$ cat src/rtl/operand_fetch_unit_if.sv
// ID/EX boundary handshake: valid/ready plus the registered operands.
// master = operand_fetch_unit (drives ex_*), slave = EX stage (drives ex_ready).
interface operand_fetch_unit_if #(
  parameter int DATA_WIDTH = 32,
  parameter int ADDR_WIDTH = 5
) ();
  logic                  ex_valid;
  logic                  ex_ready;
  logic [DATA_WIDTH-1:0] ex_op_a;
  logic [DATA_WIDTH-1:0] ex_op_b;
  logic [ADDR_WIDTH-1:0] ex_rs;
  logic [ADDR_WIDTH-1:0] ex_rt;

  modport master (
    output ex_valid,
    output ex_op_a,
    output ex_op_b,
    output ex_rs,
    output ex_rt,
    input  ex_ready
  );

  modport slave (
    input  ex_valid,
    input  ex_op_a,
    input  ex_op_b,
    input  ex_rs,
    input  ex_rt,
    output ex_ready
  );
endinterface

$ cat src/rtl/operand_fetch_unit.sv
// ID-stage operand fetch: RF read, EX/MEM/WB bypass, load-use bubble, ID/EX reg.
// Ports: clk, reset (async, active-low), id_* decode inputs, id_stall,
//   rf_raddr*/rf_rdata* register file bus, ex/mem/wb_fwd_* bypass sources,
//   ex (operand_fetch_unit_if.master) ID/EX handshake.
// Optional: define OPERAND_FETCH_STATS_EN to add the stall_count[31:0] output.
module operand_fetch_unit #(
  parameter int DATA_WIDTH = 32,
  parameter int ADDR_WIDTH = 5
) (
  input  logic                  clk,
  input  logic                  reset,
  input  logic                  id_valid,
  input  logic [ADDR_WIDTH-1:0] id_rs,
  input  logic [ADDR_WIDTH-1:0] id_rt,
  input  logic                  id_use_rs,
  input  logic                  id_use_rt,
  output logic                  id_stall,
  output logic [ADDR_WIDTH-1:0] rf_raddr1,
  output logic [ADDR_WIDTH-1:0] rf_raddr2,
  input  logic [DATA_WIDTH-1:0] rf_rdata1,
  input  logic [DATA_WIDTH-1:0] rf_rdata2,
  input  logic                  ex_fwd_en,
  input  logic                  ex_fwd_load,
  input  logic [ADDR_WIDTH-1:0] ex_fwd_addr,
  input  logic [DATA_WIDTH-1:0] ex_fwd_data,
  input  logic                  mem_fwd_en,
  input  logic [ADDR_WIDTH-1:0] mem_fwd_addr,
  input  logic [DATA_WIDTH-1:0] mem_fwd_data,
  input  logic                  wb_fwd_en,
  input  logic [ADDR_WIDTH-1:0] wb_fwd_addr,
  input  logic [DATA_WIDTH-1:0] wb_fwd_data,
  operand_fetch_unit_if.master  ex
`ifdef OPERAND_FETCH_STATS_EN
  ,
  output logic [31:0]           stall_count
`endif
);

  typedef enum logic {
    RUN      = 1'b0,
    LU_STALL = 1'b1
  } state_t;

  state_t r_state;
  state_t w_next;

  logic                  r_valid;
  logic [DATA_WIDTH-1:0] r_op_a;
  logic [DATA_WIDTH-1:0] r_op_b;
  logic [ADDR_WIDTH-1:0] r_rs;
  logic [ADDR_WIDTH-1:0] r_rt;

  logic                  w_hold;
  logic                  w_hazard;
  logic                  w_stall;
  logic                  w_load;
  logic                  w_bubble;
  logic [DATA_WIDTH-1:0] w_op_a;
  logic [DATA_WIDTH-1:0] w_op_b;

  assign rf_raddr1 = id_rs;
  assign rf_raddr2 = id_rt;

  // Youngest producer wins; a load in EX has no data yet so it is skipped.
  function automatic logic [DATA_WIDTH-1:0] f_resolve(
    input logic [ADDR_WIDTH-1:0] a,
    input logic [DATA_WIDTH-1:0] rf,
    input logic                  exe,
    input logic                  exl,
    input logic [ADDR_WIDTH-1:0] exa,
    input logic [DATA_WIDTH-1:0] exd,
    input logic                  me,
    input logic [ADDR_WIDTH-1:0] ma,
    input logic [DATA_WIDTH-1:0] md,
    input logic                  we,
    input logic [ADDR_WIDTH-1:0] wa,
    input logic [DATA_WIDTH-1:0] wd
  );
    logic [DATA_WIDTH-1:0] v;
    if (a == '0)                        v = '0;
    else if (exe && !exl && exa == a)   v = exd;
    else if (me && ma == a)             v = md;
    else if (we && wa == a)             v = wd;
    else                                v = rf;
    return v;
  endfunction

  always_comb begin
    w_op_a = f_resolve(id_rs, rf_rdata1,
                       ex_fwd_en, ex_fwd_load, ex_fwd_addr, ex_fwd_data,
                       mem_fwd_en, mem_fwd_addr, mem_fwd_data,
                       wb_fwd_en, wb_fwd_addr, wb_fwd_data);
    w_op_b = f_resolve(id_rt, rf_rdata2,
                       ex_fwd_en, ex_fwd_load, ex_fwd_addr, ex_fwd_data,
                       mem_fwd_en, mem_fwd_addr, mem_fwd_data,
                       wb_fwd_en, wb_fwd_addr, wb_fwd_data);
  end

  always_comb begin
    w_hazard = 1'b0;
    if (id_valid && ex_fwd_en && ex_fwd_load) begin
      if (id_use_rs && id_rs != '0 && ex_fwd_addr == id_rs)
        w_hazard = 1'b1;
      if (id_use_rt && id_rt != '0 && ex_fwd_addr == id_rt)
        w_hazard = 1'b1;
    end
  end

  assign w_hold = r_valid & ~ex.ex_ready;

  always_ff @(posedge clk or negedge reset) begin
    if (!reset) r_state <= RUN;
    else        r_state <= w_next;
  end

  always_comb begin
    w_next = r_state;
    unique case (r_state)
      RUN:      if (!w_hold && w_hazard) w_next = LU_STALL;
      LU_STALL: if (ex.ex_ready)         w_next = RUN;
      default:  w_next = RUN;
    endcase
  end

  // An occupied, unaccepted ID/EX register outranks a hazard bubble.
  always_comb begin
    w_stall  = 1'b0;
    w_load   = 1'b0;
    w_bubble = 1'b0;
    unique case (r_state)
      RUN: begin
        if (w_hold) begin
          w_stall = 1'b1;
        end else if (w_hazard) begin
          w_stall  = 1'b1;
          w_bubble = 1'b1;
        end else begin
          w_load = 1'b1;
        end
      end
      LU_STALL: begin
        if (ex.ex_ready) w_load  = 1'b1;
        else             w_stall = 1'b1;
      end
      default: ;
    endcase
  end

  // Gated so the stall drops the moment reset asserts.
  assign id_stall = reset & w_stall;

  always_ff @(posedge clk or negedge reset) begin
    if (!reset) begin
      r_valid <= 1'b0;
      r_op_a  <= '0;
      r_op_b  <= '0;
      r_rs    <= '0;
      r_rt    <= '0;
    end else if (w_load) begin
      r_valid <= id_valid;
      if (id_valid) begin
        r_op_a <= w_op_a;
        r_op_b <= w_op_b;
        r_rs   <= id_rs;
        r_rt   <= id_rt;
      end
    end else if (w_bubble) begin
      r_valid <= 1'b0;
    end
  end

  assign ex.ex_valid = r_valid;
  assign ex.ex_op_a  = r_op_a;
  assign ex.ex_op_b  = r_op_b;
  assign ex.ex_rs    = r_rs;
  assign ex.ex_rt    = r_rt;

`ifdef OPERAND_FETCH_STATS_EN
  logic [31:0] r_stall_cnt;

  always_ff @(posedge clk or negedge reset) begin
    if (!reset)
      r_stall_cnt <= '0;
    else if (id_valid && id_stall && r_stall_cnt != 32'hFFFF_FFFF)
      r_stall_cnt <= r_stall_cnt + 32'd1;
  end

  assign stall_count = r_stall_cnt;
`endif

endmodule
$ cat src/flat_wrapper.sv
// flat-port wrapper written by rule: the top's interface ports become plain ports
module operand_fetch_unit_flat 
#(
  parameter int DATA_WIDTH = 32,
  parameter int ADDR_WIDTH = 5
)
  (clk, reset, id_valid, id_rs, id_rt, id_use_rs, id_use_rt, id_stall, rf_raddr1, rf_raddr2, rf_rdata1, rf_rdata2, ex_fwd_en, ex_fwd_load, ex_fwd_addr, ex_fwd_data, mem_fwd_en, mem_fwd_addr, mem_fwd_data, wb_fwd_en, wb_fwd_addr, wb_fwd_data, ex_ex_valid, ex_ex_op_a, ex_ex_op_b, ex_ex_rs, ex_ex_rt, ex_ex_ready);
  operand_fetch_unit_if #(.DATA_WIDTH(DATA_WIDTH), .ADDR_WIDTH(ADDR_WIDTH)) ex_i ();
  input  logic clk;
  input  logic reset;
  input  logic id_valid;
  input  logic [ADDR_WIDTH-1:0] id_rs;
  input  logic [ADDR_WIDTH-1:0] id_rt;
  input  logic id_use_rs;
  input  logic id_use_rt;
  output logic id_stall;
  output logic [ADDR_WIDTH-1:0] rf_raddr1;
  output logic [ADDR_WIDTH-1:0] rf_raddr2;
  input  logic [DATA_WIDTH-1:0] rf_rdata1;
  input  logic [DATA_WIDTH-1:0] rf_rdata2;
  input  logic ex_fwd_en;
  input  logic ex_fwd_load;
  input  logic [ADDR_WIDTH-1:0] ex_fwd_addr;
  input  logic [DATA_WIDTH-1:0] ex_fwd_data;
  input  logic mem_fwd_en;
  input  logic [ADDR_WIDTH-1:0] mem_fwd_addr;
  input  logic [DATA_WIDTH-1:0] mem_fwd_data;
  input  logic wb_fwd_en;
  input  logic [ADDR_WIDTH-1:0] wb_fwd_addr;
  input  logic [DATA_WIDTH-1:0] wb_fwd_data;
  output wire logic [$bits(ex_i.ex_valid)-1:0] ex_ex_valid;
  output wire logic [$bits(ex_i.ex_op_a)-1:0] ex_ex_op_a;
  output wire logic [$bits(ex_i.ex_op_b)-1:0] ex_ex_op_b;
  output wire logic [$bits(ex_i.ex_rs)-1:0] ex_ex_rs;
  output wire logic [$bits(ex_i.ex_rt)-1:0] ex_ex_rt;
  input wire logic [$bits(ex_i.ex_ready)-1:0] ex_ex_ready;
  assign ex_ex_valid = ex_i.ex_valid;
  assign ex_ex_op_a = ex_i.ex_op_a;
  assign ex_ex_op_b = ex_i.ex_op_b;
  assign ex_ex_rs = ex_i.ex_rs;
  assign ex_ex_rt = ex_i.ex_rt;
  assign ex_i.ex_ready = ex_ex_ready;
  operand_fetch_unit #(.DATA_WIDTH(DATA_WIDTH), .ADDR_WIDTH(ADDR_WIDTH)) u_core (.clk(clk), .reset(reset), .id_valid(id_valid), .id_rs(id_rs), .id_rt(id_rt), .id_use_rs(id_use_rs), .id_use_rt(id_use_rt), .id_stall(id_stall), .rf_raddr1(rf_raddr1), .rf_raddr2(rf_raddr2), .rf_rdata1(rf_rdata1), .rf_rdata2(rf_rdata2), .ex_fwd_en(ex_fwd_en), .ex_fwd_load(ex_fwd_load), .ex_fwd_addr(ex_fwd_addr), .ex_fwd_data(ex_fwd_data), .mem_fwd_en(mem_fwd_en), .mem_fwd_addr(mem_fwd_addr), .mem_fwd_data(mem_fwd_data), .wb_fwd_en(wb_fwd_en), .wb_fwd_addr(wb_fwd_addr), .wb_fwd_data(wb_fwd_data), .ex(ex_i));
endmodule
$ cat config.mk
export PLATFORM = sky130hd
export DESIGN_NAME = operand_fetch_unit_flat
export DESIGN_NICKNAME = d
export VERILOG_FILES = /design/src/rtl/operand_fetch_unit_if.sv /design/src/rtl/operand_fetch_unit.sv /design/src/flat_wrapper.sv
export SDC_FILE = /design/constraint.sdc
export NUM_CORES = 1
export LEC_CHECK = 0
export CAP_MARGIN = 20
export CORE_ASPECT_RATIO = 0.7
export CORE_MARGIN = 3
export CORE_UTILIZATION = 43
export CTS_BUF_LIST = sky130_fd_sc_hd__clkbuf_8
export CTS_CLUSTER_SIZE = 40
export DETAILED_ROUTE_END_ITERATION = 6
export GPL_TIMING_DRIVEN = 0
export MAX_ROUTING_LAYER = met4
export PLACE_DENSITY = 0.93
export SKIP_CTS_REPAIR_TIMING = 1
export SLEW_MARGIN = 20
export SYNTH_ARGS = -nofsm -noshare
export SYNTH_HDL_FRONTEND = slang
export SYNTH_SLANG_ARGS = --single-unit
$ cat constraint.sdc
create_clock -name clk -period 2.6 [get_ports clk]
set_clock_uncertainty 0.15 [all_clocks]
set_input_delay 0.52 -clock clk [delete_from_list [all_inputs] [get_ports clk]]
set_output_delay 0.52 -clock clk [all_outputs]
set_load 0.005 [all_outputs]
# [Word level (Yosys, flattened, before mapping)]
# Index checks and enable logic that the tools add are counted.
[totals] ff_bits=76 in_bits=195 out_inout_bits=86 wordCells=63
[classes] n_eq_ne=6 mux=25 bitwise_logic=4 n_reduce_logical=22
[ops] op="32-bit 2-to-1 mux" count=8
[ops] op="5-bit == test" count=6
[ops] op="1-bit logical AND" count=14
[ops] op="1-bit 2-to-1 mux" count=14
[ops] op="5-bit zero test" count=2
[ops] op="5-bit nonzero test" count=2
[ops] op="1-bit one-hot mux with 2 select lines" count=3
[ops] op="1-bit bitwise AND" count=2
[ops] op="1-bit zero test" count=2
[ops] op="1-bit NOT" count=2
[ops] op="2-bit AND reduction" count=1
[ops] op="2-bit nonzero test" count=1

# [Depth between registers and ports, before layout]
[logic_depth] depth_word=11 depth_mapped=8 ltp_nobuf=5

# [Least setup slack after synthesis]
# OpenSTA, ideal clock, no wires.
[synth_timing] path_type="input to output" start="in id_rs[2]" end="out id_stall" arrival_ps=1849 required_ps=1930 setup_slack_ps=81 cell_stages=7 path_buffers=2 cell_sequence="clkbuf_1 -> xnor2_1 -> nand3_1 -> or3_1 -> clkbuf_1 -> and2_1 -> a21boi_1"
[synth_via] elab_chain_cells=10 word_cells_on_any_way=11 classes_between="eq/ne: 1; mux: 6; bitwise: 1; reduce/logical: 3"
[synth_rtl] element="start: declaration" line="flat_wrapper.sv:12" rtl="input logic [ADDR_WIDTH-1:0] id_rs;"
[synth_rtl] element="5-bit nonzero test" line="operand_fetch_unit.sv:102" rtl="if (id_use_rs && id_rs != '0 && ex_fwd_addr == id_rs)"
[synth_rtl] element="1-bit logical AND" line="operand_fetch_unit.sv:102"
[synth_rtl] element="1-bit logical AND (*)" line="operand_fetch_unit.sv:102"
[synth_rtl] element="1-bit 2-to-1 mux (*)" line="operand_fetch_unit.sv:102"
[synth_rtl] element="1-bit 2-to-1 mux (*)" line="operand_fetch_unit.sv:104" rtl="if (id_use_rt && id_rt != '0 && ex_fwd_addr == id_rt)"
[synth_rtl] element="1-bit 2-to-1 mux (*)" line="operand_fetch_unit.sv:101" rtl="if (id_valid && ex_fwd_en && ex_fwd_load) begin"
[synth_rtl] element="1-bit 2-to-1 mux (*)" line="operand_fetch_unit.sv:134" rtl="end else if (w_hazard) begin"
[synth_rtl] element="1-bit 2-to-1 mux (*)" line="operand_fetch_unit.sv:132" rtl="if (w_hold) begin"
[synth_rtl] element="1-bit one-hot mux with 2 select lines (*)" line="operand_fetch_unit.sv:130" rtl="unique case (r_state)"
[synth_rtl] element="1-bit bitwise AND (*)" line="operand_fetch_unit.sv:150" rtl="assign id_stall = reset & w_stall;"
[synth_rtl] element="end: declaration" line="flat_wrapper.sv:16" rtl="output logic id_stall;"
# Every way passes the cells marked *; elsewhere a longest branch is shown, timed or not.

# [Worst setup path in the final report]
[layout_timing] start="in id_rs[1]" end="out id_stall"
# Same word-level chain as after synthesis.

==> flow_summary_export.csv <==
group,metric,value,unit
critical_path,cp_slowest_cell,"or3_4",
synth,yosysTopAreaCellShare,32.5,%
clock_network,cts_buffers,9,
place,place_area,8860,um2
critical_path,cp_top_family,"simple AND/OR/NAND/NOR gates",
global_routing,grt_max_degree,52,
critical_path,critPathKind,"input port to output pin",
final_layout,postLayoutCellArea,9480,um2
synth,yosys_most_used_dff,"dfrtp_1",
floorplanning,start_util,45.5,%
global_routing,grt_usage,34.8,%
timing,max_slew.worst_pin.slew,0.608,ns
timing,min_period,2.59,ns
drt,num_vias,7702,
global_routing,first_global_vias,7286,
drt,wl_per_cell,23.5,um
pwr,ir_drop,302,uV
timing,rsz0062_at_grt,"true",
run,maxCapViolCount,0,
final_layout,drive_above_1_share,16.9,%
floorplanning,die_area,15000,um2
floorplanning,core_area,12800,um2
final_layout,fill_cells,1003,
critical_path,critPathBufInv,2,
critical_path,worstSetupStartpointType,"input port",
synth,avgSynthCellArea,8.20,um2
synth,synth_seq_cells,76,
clock_network,root_buffer,"clkbuf_8",
critical_path,critPathMaxStageDelay,0.40,ns
timing,maxSlewViolCount,0,
synth,ys_types,39,
min_path,min_path_type,"register to register",
timing,setup_viol,0,
status,outcome,"finished clean",
timing,timing.final.crit_share,99.6,%
drt,dr.pass1.iters,5,
synth,ys_seq_area_share,32.5,%
synth,synthCells,713,
clock_network,cts_sinks,76,
clock_network,ctsHtreeMaxLevel,3,
clock_network,clockBufferDepth,2,
drt,drc_errors,0,
critical_path,critPathCaptureType,"output pin",
final_layout,nNetsFinal,1206,
synth,syn-num-nets,908,
critical_path,crit_arrival,1.92,ns
drt,ant_nets,0,
final_layout,area_delta_synth_final,62.2,%
timing,max_freq,386,MHz
synth,synthTopCellsByArea,"dfrtp_1 (33%), o311ai_2 (8.3%), nand4_1 (7.3%), nor2_1 (6.4%), nand3_1 (5.7%)",
timing,whs,0.369,ns
place,port_buffers,276,
place,gp_congestion,0.986,
critical_path,cp.required,1.93,ns
pwr,powerDensity,430,nW/um2
floorplanning,die-width,145,um
floorplanning,num_io_pins,281,
critical_path,critPathMaxFanout,6,
clock_network,cts_tree,"built",
global_routing,grt_antenna_before_repair,1,
global_routing,grt_pass1_wl,40.7,mm
critical_path,worstPathCellList,"dlymetal6s2s_1 > xnor2_2 > nand2_2 > or3_4 > and2_4 > a21boi_1 > buf_2",
global_routing,grt_overflow,0,
place,hpwl,20.8,mm
drt,drtIter0Drc,944,
drt,via_per_inst,6.45,
clock_network,insertion_delay,0.36,ns
timing,timing.final.hold_violations,0,
floorplanning,placementRows,34,
drt,wl,28.0,mm
synth,yosys_warnings,0,
synth,syn_area,5840,um2
synth,synthArstFlopShare,100,%
clock_network,clk_pin_slew,0.08,ns
final_layout,diodes,0,
synth,synth_top_area_cell,"dfrtp_1",
pwr,p_leak,3.45,nW
synth,synth_edf_count,0,
floorplanning,die_h,104,um
timing,relSlewSlack,59.5,%
synthesized netlist by cell type (2+ instances only):
cell      number
nor2_1        99
nand3_1       66
mux2_2        10
nand4_1       68
buf_6          6
or3_4          2
o31ai_1        2
o22ai_1       33
a21oi_1       32
nor2b_1        2
xor2_1         6
clkbuf_1      83
o21ai_0       64
dfrtp_1       76
nand2_1        7
and2_1         5
o311ai_2      30
xnor2_1       24
o311ai_0       4
or2_2          6
buf_4         10
o311ai_1      30
a211oi_1      32
state kept, by name, indices dropped and copies added (netlist names):
name	cells
u_core.ex.ex_rt	5
u_core.ex.ex_op_b	32
u_core.ex.ex_valid	1
u_core.ex.ex_op_a	32
u_core.ex.ex_rs	5
u_core.r_state	1
power breakdown:
part | switching, mW | internal [mW] | total [mW]
clock | 0.519 | 0.431 | 0.949
combinational | 0.703 | 0.929 | 1.63
sequential | 0.124 | 1.37 | 1.50
total | 1.35 | 2.73 | 4.08
layout make-up:
cell class / count / area (um2) / share of cell area, %
clock inverters: 5 / 55.1 / 0.581
multi-input cells: 536 / 3770 / 39.7
plain buffers: 97 / 495 / 5.23
repair buffers: 290 / 2910 / 30.7
well taps: 180 / 225 / 2.38
inverters: 1 / 3.75 / 0.0396
flip-flops and latches: 76 / 1900 / 20.1
clock buffers: 9 / 124 / 1.31
routing by layer:
| metal | vias up | track usage [%] | part of all wire [%] |
|---|---|---|---|
| li1 | 3306 | - | - |
| met1 | 3612 | 45.9 | 39 |
| met2 | 677 | 54.2 | 45 |
| met3 | 107 | 8.69 | 13 |
| met4 | 0 | 8.27 | 3.2 |
| met5 | - | - | 0 |
worst paths after layout:
path                               startpoint                     to  slack, ns  depth (start not counted)
max reg2reg                    u_core.r_state  u_core.ex.ex_op_a[29]       0.07                          8
max in group asynchronous               reset  u_core.ex.ex_op_a[10]       1.42                          3
min reg2reg                u_core.ex.ex_rs[3]     u_core.ex.ex_rs[3]       0.37                          1
max                                  id_rs[1]               id_stall       0.01                          7
min in group asynchronous               reset  u_core.ex.ex_op_a[23]       0.57                          3
min                        u_core.ex.ex_rs[3]     u_core.ex.ex_rs[3]       0.37                          1
placed cells by master (no fill, tap or decap), drive strengths merged, types with 2 or more instances in the layout:
| cell | count |
|---|---|
| clkdlybuf4s50 | 260 |
| xnor2 | 24 |
| dfrtp | 76 |
| clkinv | 2 |
| clkbuf | 85 |
| or2 | 6 |
| o22ai | 33 |
| and2 | 5 |
| o21ai | 64 |
| nor2 | 99 |
| a21oi | 32 |
| mux2 | 10 |
| nand3 | 66 |
| nand2 | 7 |
| buf | 39 |
| dlymetal6s2s | 11 |
| or3 | 3 |
| o311ai | 64 |
| xor2 | 6 |
| nor2b | 2 |
| clkinvlp | 2 |
| a211oi | 32 |
| o31ai | 3 |
| nand4 | 68 |
logic make-up after synthesis:
group | after synthesis | share of synthesized area (%)
flip-flops | 76 | 32.5
AND/OR/NAND/NOR | 265 | 22.9
buffers and inverters | 101 | 7.92
AO/OA/AOI/OAI | 231 | 30.3
multiplexers | 10 | 1.93
XOR/XNOR | 30 | 4.50
per-stage QoR:
stage | setup WS [ns] | std cells | setup TNS, ns | utilization [%] | total power [mW]
2_1_floorplan | 0.0813 | 713 | 0 | - | 2.07
3_5_place_dp | -1.15 | 1170 | -53.37 | 69.0 | 3.05
5_1_grt | -0.0382 | 1194 | -0.146 | 73.8 | 4.21
4_1_cts | -1.16 | 1184 | -24.60 | 70.4 | 3.97
3_3_place_gp | -2.65 | 1169 | -220.90 | 68.7 | 3.02
6_report | 0.00995 | 1194 | 0 | 73.8 | 4.08
Note: power is estimated with default switching activity, not from simulation.
